## config.mk

```make
export PLATFORM = sky130hd
export DESIGN_NAME = muldiv_ctrl
export DESIGN_NICKNAME = d
export VERILOG_FILES = /design/src/rtl/pipes_pkg.sv /design/src/rtl/muldiv_fixup.sv /design/src/rtl/muldiv_ctrl.sv
export SDC_FILE = /design/constraint.sdc
export NUM_CORES = 1
export LEC_CHECK = 0
export ABC_AREA = 1
export CORE_AREA = 5 5 277 279
export DETAILED_ROUTE_END_ITERATION = 10
export DIE_AREA = 0 0 282 284
export SYNTH_ARGS = -nofsm -noshare
export SYNTH_HDL_FRONTEND = slang
export SYNTH_SLANG_ARGS = --single-unit
```

## constraint.sdc

```tcl
create_clock -name clk -period 2.5 [get_ports clk]
set_input_delay 0.5 -clock clk [delete_from_list [all_inputs] [get_ports clk]]
set_output_delay 0.5 -clock clk [all_outputs]
set_load 0.05 [all_outputs]
```

## src/rtl/pipes_pkg.sv

```systemverilog
// Shared execute-stage types: M-extension opcodes, fast-path selector and
// opcode classification helpers.
package pipes;

  typedef enum logic [3:0] {
    OP_MUL, OP_MULW, OP_DIV, OP_DIVU, OP_REM, OP_REMU,
    OP_DIVW, OP_DIVUW, OP_REMW, OP_REMUW
  } mdop_t;

  typedef enum logic [1:0] {
    FP_NONE,
    FP_DIVZ,
    FP_OVF
  } fast_t;

  function automatic logic is_div_op(input mdop_t op);
    return !(op == OP_MUL || op == OP_MULW);
  endfunction

  function automatic logic is_signed_op(input mdop_t op);
    return (op == OP_DIV || op == OP_REM || op == OP_DIVW || op == OP_REMW);
  endfunction

  function automatic logic is_w_op(input mdop_t op);
    return (op == OP_MULW || op == OP_DIVW || op == OP_DIVUW ||
            op == OP_REMW || op == OP_REMUW);
  endfunction

  function automatic logic is_rem_op(input mdop_t op);
    return (op == OP_REM || op == OP_REMU || op == OP_REMW || op == OP_REMUW);
  endfunction

endpackage

```

## src/rtl/muldiv_fixup.sv

```systemverilog
// Combinational RISC-V result fixup: sign restoration, divide corner cases
// and W-form sign extension applied to a raw multiplier/divider result.
module muldiv_fixup
  import pipes::*;
(
  input  mdop_t        i_op,
  input  logic         i_neg_q,
  input  logic         i_neg_r,
  input  fast_t        i_fast,
  input  logic [63:0]  i_dividend,
  input  logic [127:0] i_unit_c,
  output logic [63:0]  o_rd
);

  logic [63:0] w_q;
  logic [63:0] w_r;
  logic [63:0] w_sel;

  always_comb begin
    w_q = i_unit_c[63:0];
    w_r = i_unit_c[127:64];
    case (i_fast)
      FP_DIVZ: begin
        w_q = '1;
        w_r = i_dividend;
      end
      FP_OVF: begin
        w_q = i_dividend;
        w_r = '0;
      end
      default: begin
        if (i_neg_q) w_q = 64'd0 - i_unit_c[63:0];
        if (i_neg_r) w_r = 64'd0 - i_unit_c[127:64];
      end
    endcase

    if (is_div_op(i_op)) w_sel = is_rem_op(i_op) ? w_r : w_q;
    else                 w_sel = i_unit_c[63:0];

    o_rd = is_w_op(i_op) ? {{32{w_sel[31]}}, w_sel[31:0]} : w_sel;
  end

endmodule

```

## src/rtl/muldiv_ctrl.sv

```systemverilog
// Multicycle mul/div sequencer: conditions operands, starts the selected unit,
// applies sign/corner fixups and holds the result until execute consumes it.
//   state   | meaning
//   S_IDLE  | ready for a request; divide corner cases resolve here
//   S_ISSUE | one-cycle start pulse to the selected unit
//   S_WAIT  | waiting for the selected unit's done
//   S_RESP  | result held on resp_data until resp_ready
module muldiv_ctrl
  import pipes::*;
(
  input  logic         clk,
  input  logic         resetn,
  input  logic         req_valid,
  output logic         req_ready,
  input  mdop_t        req_op,
  input  logic [63:0]  req_a,
  input  logic [63:0]  req_b,
  input  logic         flush,
  output logic         resp_valid,
  input  logic         resp_ready,
  output logic [63:0]  resp_data,
  output logic         mul_start,
  output logic [63:0]  mul_a,
  output logic [63:0]  mul_b,
  input  logic         mul_done,
  input  logic [127:0] mul_c,
  output logic         div_start,
  output logic [63:0]  div_a,
  output logic [63:0]  div_b,
  input  logic         div_done,
  input  logic [127:0] div_c,
  output logic         unit_kill
);

  typedef enum logic [1:0] {S_IDLE, S_ISSUE, S_WAIT, S_RESP} state_t;

  state_t      r_state, w_state_nxt;
  mdop_t       r_op;
  logic        r_neg_q, r_neg_r, r_resp_valid;
  logic [63:0] r_mul_a, r_mul_b, r_div_a, r_div_b, r_resp_data;

  logic        w_req_w, w_req_signed, w_a_neg, w_b_neg, w_b_zero, w_ovf;
  logic [31:0] w_a_lo, w_b_lo;
  logic [63:0] w_a_mag, w_b_mag, w_fx_rd;
  fast_t       w_req_fast;
  logic        w_accept, w_capture, w_done_sel, w_in_idle;

  // W ops narrow to 32 bits before taking the magnitude
  assign w_req_w      = is_w_op(req_op);
  assign w_req_signed = is_signed_op(req_op);
  assign w_a_neg      = w_req_signed & (w_req_w ? req_a[31] : req_a[63]);
  assign w_b_neg      = w_req_signed & (w_req_w ? req_b[31] : req_b[63]);
  assign w_a_lo       = w_a_neg ? (32'd0 - req_a[31:0]) : req_a[31:0];
  assign w_b_lo       = w_b_neg ? (32'd0 - req_b[31:0]) : req_b[31:0];
  assign w_a_mag      = w_req_w ? {32'd0, w_a_lo} : (w_a_neg ? 64'd0 - req_a : req_a);
  assign w_b_mag      = w_req_w ? {32'd0, w_b_lo} : (w_b_neg ? 64'd0 - req_b : req_b);

  assign w_b_zero = w_req_w ? (req_b[31:0] == 32'd0) : (req_b == 64'd0);
  assign w_ovf    = w_req_signed & (w_req_w ?
                    (req_a[31:0] == 32'h8000_0000 && req_b[31:0] == 32'hFFFF_FFFF) :
                    (req_a == 64'h8000_0000_0000_0000 && req_b == '1));
  assign w_req_fast = !is_div_op(req_op) ? FP_NONE :
                      w_b_zero           ? FP_DIVZ :
                      w_ovf              ? FP_OVF  : FP_NONE;

  // One fixup instance: request-side inputs in IDLE (fast paths), latched ones otherwise
  assign w_in_idle  = (r_state == S_IDLE);
  assign w_done_sel = is_div_op(r_op) ? div_done : mul_done;

  muldiv_fixup u_fixup (
    .i_op       (w_in_idle ? req_op : r_op),
    .i_neg_q    (w_in_idle ? 1'b0 : r_neg_q),
    .i_neg_r    (w_in_idle ? 1'b0 : r_neg_r),
    .i_fast     (w_in_idle ? w_req_fast : FP_NONE),
    .i_dividend (req_a),
    .i_unit_c   (is_div_op(r_op) ? div_c : mul_c),
    .o_rd       (w_fx_rd)
  );

  always_comb begin
    w_state_nxt = r_state;
    w_accept    = 1'b0;
    w_capture   = 1'b0;
    mul_start   = 1'b0;
    div_start   = 1'b0;
    unit_kill   = 1'b0;
    case (r_state)
      S_IDLE: begin
        if (req_valid && !flush) begin
          w_accept = 1'b1;
          if (w_req_fast != FP_NONE) begin
            w_capture   = 1'b1;
            w_state_nxt = S_RESP;
          end else begin
            w_state_nxt = S_ISSUE;
          end
        end
      end
      S_ISSUE: begin
        if (flush) begin
          w_state_nxt = S_IDLE;
        end else begin
          mul_start   = !is_div_op(r_op);
          div_start   = is_div_op(r_op);
          w_state_nxt = S_WAIT;
        end
      end
      S_WAIT: begin
        if (flush) begin
          unit_kill   = 1'b1;
          w_state_nxt = S_IDLE;
        end else if (w_done_sel) begin
          w_capture   = 1'b1;
          w_state_nxt = S_RESP;
        end
      end
      S_RESP: begin
        if (flush || resp_ready) w_state_nxt = S_IDLE;
      end
      default: w_state_nxt = S_IDLE;
    endcase
  end

  always_ff @(posedge clk or negedge resetn) begin
    if (!resetn) begin
      r_state      <= S_IDLE;
      r_op         <= OP_MUL;
      r_neg_q      <= 1'b0;
      r_neg_r      <= 1'b0;
      r_resp_valid <= 1'b0;
      r_resp_data  <= '0;
      r_mul_a      <= '0;
      r_mul_b      <= '0;
      r_div_a      <= '0;
      r_div_b      <= '0;
    end else begin
      r_state      <= w_state_nxt;
      r_resp_valid <= (w_state_nxt == S_RESP);
      if (w_capture) r_resp_data <= w_fx_rd;
      if (w_accept) begin
        r_op    <= req_op;
        r_neg_q <= w_a_neg ^ w_b_neg;
        r_neg_r <= w_a_neg;
        if (is_div_op(req_op)) begin
          r_div_a <= w_a_mag;
          r_div_b <= w_b_mag;
        end else begin
          r_mul_a <= req_a;
          r_mul_b <= req_b;
        end
      end
    end
  end

  assign req_ready  = (r_state == S_IDLE);
  assign resp_valid = r_resp_valid;
  assign resp_data  = r_resp_data;
  assign mul_a      = r_mul_a;
  assign mul_b      = r_mul_b;
  assign div_a      = r_div_a;
  assign div_b      = r_div_b;

endmodule

```

==> impl_metrics.tcl, run 1 <==
set metrics [dict create \
    violations "setup timing" \
    drc_errors 0 \
    cts_buffer_depth 3 \
    overflow 0 \
    cts_buffers 37 \
    die_y_um 284 \
    path_depth 26 \
    routed_wl_um 153000 \
    synth_warnings 0 \
    fillers 7115 \
    cp.arrival_ns 3.98 \
    crit_top_cell "nor2_4" \
    rr_worst_depth 21 \
    initialDrtViolationCount 3190 \
    async_flop_share 1.00 \
    cts_tree "done" \
    synth_top_area_cell "dfrtp_1" \
    synth_ff_type "dfrtp_1" \
    hpwl_um 124000 \
    slew_headroom 0.538 \
    ant_nets 0 \
    grt_pass1_vias 33776 \
    synth-compound-area-share 0.164 \
    fin_skew_ns 0.0170 \
    routedLengthMet1_um 60400 \
    drv_cap 0 \
    grt_antenna_before_repair 9 \
    cts_root_buf "clkbuf_16" \
    ir_drop_v 0.000636 \
    finalCriticalPeriod_ns 3.53 \
    vias 35700 \
    status "finished with violations" \
    pwr_density_cell_mw_per_mm2 900 \
    synthTopCellsByArea "dfrtp_1 (32%), nand2_1 (21%), o21ai_0 (7.0%), nor2_1 (6.7%), inv_1 (5.6%)" \
    rows 100 \
    crit_fanout 5 \
    place_congestion 1.02 \
    synthMuxAreaShare 0.00999 \
    synth_seq_cells 329 \
    synth_edf_count 0 \
    critPathTopFamily "simple AND/OR/NAND/NOR gates" \
    dp_slack_ns -2.28 \
    avgRoutedWirePerCell_um 22.3 \
    leakage_nw 22.0 \
    top_layer "met5" \
    die_w_um 282 \
    yosys.area_share.simple 0.381 \
    grt_max_degree 94 \
    synth.top_cell.area_share 0.318 \
    worstSetupStartpointType "primary input" \
    final_cell_mix "nand2_1 (1403), buf_4 (965), clkdlybuf4s50_1 (648), nor2_1 (436), inv_1 (368)" \
    first_pass_iters 6 \
    synth-xor-area-share 0.0284 \
    port_buffers 719 \
    core_mm2 0.0739 \
    min_period_over_period 1.41 \
    track_usage 0.359 \
    cts.sinks 329 \
    dr_wl_met2_um 70900 \
    crit_required_ns 2.95 \
    syn_nets 4642 \
    fin_nets 6259 \
    drive_gt1_frac 0.241 \
    power_mw 40.3 \
    worstMarginPinSlew_ns 0.691 \
    critPathBufInv 8 \
    finalSetupViolations 82 \
    fin_ws_ns -1.03 \
    clkSlewWorstSetupHoldPaths_ns 0.07 \
    crit_slowest_cell "clkdlybuf4s50_1" \
    dr_wl_met3_um 13800 \
    ys_seq_area_frac 0.318 \
    path_class "in -> reg" \
    synthesis.instances 4239 \
    yosys.area_share.adder 0.00386 \
    hold_class "in -> reg" \
    holdPathStages 4 \
    die_area_mm2 0.0801 \
    crit_path_end_kind "register" \
    clock_latency_ns 0.57 \
    final_common_cell "nand2_1" \
    slew_violations 0 \
    synth_top_family_by_area "simple AND/OR/NAND/NOR gates" \
    viasPerCell 5.20 \
    htree_levels 2 \
    hold_violations 0 \
    start_util 0.351 \
    fin_tns_setup_ns -61.00 \
    synth.distinct_cells 54 \
    rsz0062_at_grt "yes" \
    synthesis.area_mm2 0.0259 \
    grt_pass1_wl_um 218000 \
    synth.avg_cell_area_um2 6.12 \
    area_growth_pct 72.6 \
    slowest_delay_ns 0.48 \
    fmax_mhz 283 \
    ios 720 \
]
## area by class of cell
cell class              instances  area (um^2)  share of cell area
clock inverters                19          290             0.00649
multi-input cells            3299        16100               0.361
flip-flops and latches        329         8230               0.184
diodes                         12         30.0            0.000671
clock buffers                  49         1050              0.0235
well taps                     969         1210              0.0271
inverters                     407         1580              0.0352
repair buffers               1782        16200               0.362
## registers in the layout, summed over array words and instances, names as in the netlist
signal	cells
r_neg_q	1
div_a	64
r_neg_r	1
mul_b	64
r_state	2
mul_a	64
resp_data	64
div_b	64
resp_valid	1
r_op	4
## path summary, 6_finish.rpt
check                                from       endpoint  slack, ns
worst max-delay path             req_a[8]  resp_data[47]      -1.03
worst min-delay path             req_a[1]       mul_a[1]       0.34
worst max register to register    r_op[2]  resp_data[58]      -0.84
worst min register to register  div_a[57]      div_a[57]       0.48
max in group asynchronous          resetn      mul_a[24]       1.29
min in group asynchronous          resetn      mul_b[41]       0.45
## cells by family (layout without fill, tap and decap cells)
logic type | count (synthesis) | count (layout)
other | 0 | 12
AOI/OAI and AO/OA | 795 | 795
muxes | 23 | 23
adders and majority gates | 8 | 8
xor gates and xnor gates | 84 | 84
and+or+nand+nor | 2389 | 2389
DFF | 329 | 329
buffers and inverters | 611 | 2257
## routing by layer
layer,global-route usage,vias to the layer above
met2,0.597,1735
met1,0.454,16606
met4,0.150,6
li1,-,17006
met5,0,-
met3,0.0708,347
## synthesized netlist by cell type (all sizes together), types with 23 or more instances
cell       n
dfrtp    329
xor2      84
mux2      23
a21oi    264
nor3      53
nand4     57
nor4      31
nor2     479
nand3    281
nand3b    42
inv      401
o21ai    441
buf       84
nand2   1431
clkbuf   120
## metrics by stage
stage | util | hold slack, ns | instances | cell area [um^2]
2_1_floorplan | - | 0.204 | 4239 | 26100
3_3_place_gp | 0.561 | 0.451 | 6702 | 41500
3_5_place_dp | 0.561 | 0.449 | 6702 | 41500
4_1_cts | 0.595 | 0.316 | 6833 | 44000
5_1_grt | 0.605 | 0.339 | 6859 | 44700
6_report | 0.605 | 0.337 | 6866 | 44700
## tightest hold or removal path, stage by stage
cell and delay [ns]:
buf_12 0.11, inv_12 0.04, buf_4 0.13, o21ai_0 0.08
## power breakdown
part | total [mW] | switching, mW | internal (mW)
combinational | 25.5 | 16.4 | 9.18
clock | 6.15 | 2.52 | 3.63
sequential | 8.59 | 1.47 | 7.12
total | 40.3 | 20.3 | 19.9
## timing repair
| item | 4_1_cts | 5_1_grt |
|---|---|---|
| buffers inserted | 66 | 30 |
| hold buffers | 1 | 0 |
| pin swaps | 90 | 69 |
| setup endpoints to repair | 121 | 150 |
| cloned | 6 | 4 |
| gates resized for setup | 268 | 173 |
| hold endpoints to repair | 38 | 0 |
No activity file was read; power rests on OpenSTA's default activity.
==> inputs of run 2 (changes only) <==
--- a/config.mk
+++ b/config.mk
@@ -9,6 +9,7 @@
 export CORE_AREA = 5 5 277 279
 export DETAILED_ROUTE_END_ITERATION = 10
 export DIE_AREA = 0 0 282 284
+export SETUP_SLACK_MARGIN = 0.02
 export SYNTH_ARGS = -nofsm -noshare
 export SYNTH_HDL_FRONTEND = slang
 export SYNTH_SLANG_ARGS = --single-unit
==> impl_metrics.tcl, run 2 (synthesis gave the netlist of run 1 again) <==
set metrics [dict create \
    gr-usage-met3 0.0703 \
    worstMarginPinSlew_ns 0.705 \
    cts.sinks 329 \
    fin_nets 6254 \
    multi_input_area_mm2 0.0161 \
    viasPerCell 5.21 \
    clkSlewWorstSetupHoldPaths_ns 0.07 \
    fin_area_mm2 0.0447 \
    start_util 0.351 \
    die_w_um 282 \
    overflow 0 \
    place_congestion 1.02 \
    final_common_cell "nand2_1" \
    regToRegSetupSlack_ns -0.84 \
    r2r-start "r_op[2]" \
    htree_levels 2 \
    slew_violations 0 \
    fillers 7110 \
    core_mm2 0.0739 \
    crit_fanout 5 \
    avgRoutedWirePerCell_um 22.3 \
    clock_latency_ns 0.57 \
    hold_violations 0 \
    gr-usage-met1 0.454 \
    hpwl_um 124000 \
    drc_errors 0 \
    die_area_mm2 0.0801 \
    reg2reg_to "resp_data[58]" \
    post-place-cells 6702 \
    area_growth_pct 72.4 \
    crit_required_ns 2.94 \
    drive_gt1_frac 0.241 \
    grt_max_degree 94 \
    fin_skew_ns 0.0199 \
    ios 720 \
    fmax_mhz 285 \
    path_class "in -> reg" \
    cts_tree "done" \
    vias 35754 \
    cts_root_buf "clkbuf_16" \
    finalSetupViolations 81 \
    slew_headroom 0.528 \
    finalCriticalPeriod_ns 3.51 \
    regArea_mm2 0.00823 \
    min_period_over_period 1.40 \
    hold_slack_ns 0.336 \
    rsz0062_at_grt "yes" \
    grt_pass1_wl_um 217000 \
    grt_antenna_before_repair 9 \
    busiest_layer "met2" \
    startpoint "req_b[54]" \
    instances_no_fill 6858 \
    crit_path_end_kind "register" \
    cts_buffers 37 \
    leakage_nw 21.9 \
    dpl-instance-area_mm2 0.0415 \
    first_pass_iters 7 \
    status "finished with violations" \
    track_usage 0.359 \
    met2_usage 0.597 \
    hold_class "in -> reg" \
    final_cell_mix "nand2_1 (1403), buf_4 (961), clkdlybuf4s50_1 (646), nor2_1 (435), inv_1 (366)" \
    cp.arrival_ns 3.96 \
    violations "setup timing" \
    routed_wl_um 153000 \
    rr_worst_depth 21 \
    port_buffers 719 \
    worstSetupStartpointType "primary input" \
    dp_slack_ns -2.28 \
    pwr_density_cell_mw_per_mm2 902 \
    die_y_um 284 \
    drv_cap 0 \
    ant_nets 0 \
    cts_buffer_depth 3 \
    rows 100 \
    initialDrtViolationCount 3331 \
    ir_drop_v 0.000636 \
    fin_ws_ns -1.01 \
    endpoint "resp_data[47]" \
    power_mw 40.3 \
    grt_pass1_vias 33778 \
]
## run 2: cell count changes in the layout (fill, tap and decap cells not counted), sizes merged
| cell | previous run | this run |
|---|---|---|
| clkbuf | 54 | 53 |
| dlymetal6s2s | 22 | 23 |
| diode | 12 | 9 |
| buf | 1079 | 1075 |
| clkdlybuf4s50 | 648 | 646 |
| dlygate4sd2 | 22 | 23 |
## run 2: worst min path at each step
stage,startpoint,end,slack (ns),cells past startpoint
2_1_floorplan,resetn,div_a[0],0.20,0
3_3_place_gp,resetn,mul_b[41],0.45,1
3_5_place_dp,resetn,mul_b[41],0.45,1
4_1_cts,req_b[1],div_b[1],0.32,4
5_1_grt,req_b[1],div_b[1],0.34,4
6_report,req_a[1],mul_a[1],0.34,4
## run 2: final cells by class
type	instances	share of cell area
Multi-Input combinational cell	3299	0.361
Timing Repair Buffer	1777	0.362
Antenna cell	9	0.000504
Inverter	407	0.0353
Clock buffer	49	0.0235
Clock inverter	19	0.00650
Tap cell	969	0.0271
Sequential cell	329	0.184
## run 2: what timing repair did
action,in CTS,in global routing
endpoints found under the setup margin,123,138
setup buffers,66,27
pin swaps,89,79
cloned,6,2
hold buffers,1,0
gates resized for setup,268,182
hold endpoints to repair,38,0
## run 2: where the power goes
part | internal (mW) | switching [mW]
clock network | 3.63 | 2.52
registers | 7.12 | 1.46
logic | 9.18 | 16.4
total | 19.9 | 20.4
## run 2: worst max-delay path, stage by stage
cell	delay, ns
clkdlybuf4s50_1	0.54
nand2_1	0.10
or4_4	0.53
nor3_2	0.12
nand4_1	0.19
o21ai_1	0.18
nand3_1	0.14
nor2_4	0.17
inv_2	0.07
buf_6	0.12
ha_4	0.16
inv_4	0.06
o21ai_1	0.06
a21oi_1	0.21
o21ai_2	0.08
nand3_2	0.08
nand3_4	0.09
nand2_4	0.11
buf_6	0.10
buf_6	0.12
buf_12	0.14
a21oi_4	0.05
## run 2: routing by layer
metal	wire [um]	vias up
met1	60400	16667
met3	13600	330
met2	70800	1757
li1	-	16992
met5	51	-
met4	7840	8
## run 2: through the flow
stage	util	TNS [ns]
2_1_floorplan	-	-77.08
3_3_place_gp	0.561	-212.56
3_5_place_dp	0.561	-218.61
4_1_cts	0.595	-62.08
5_1_grt	0.604	-72.68
6_report	0.604	-60.78
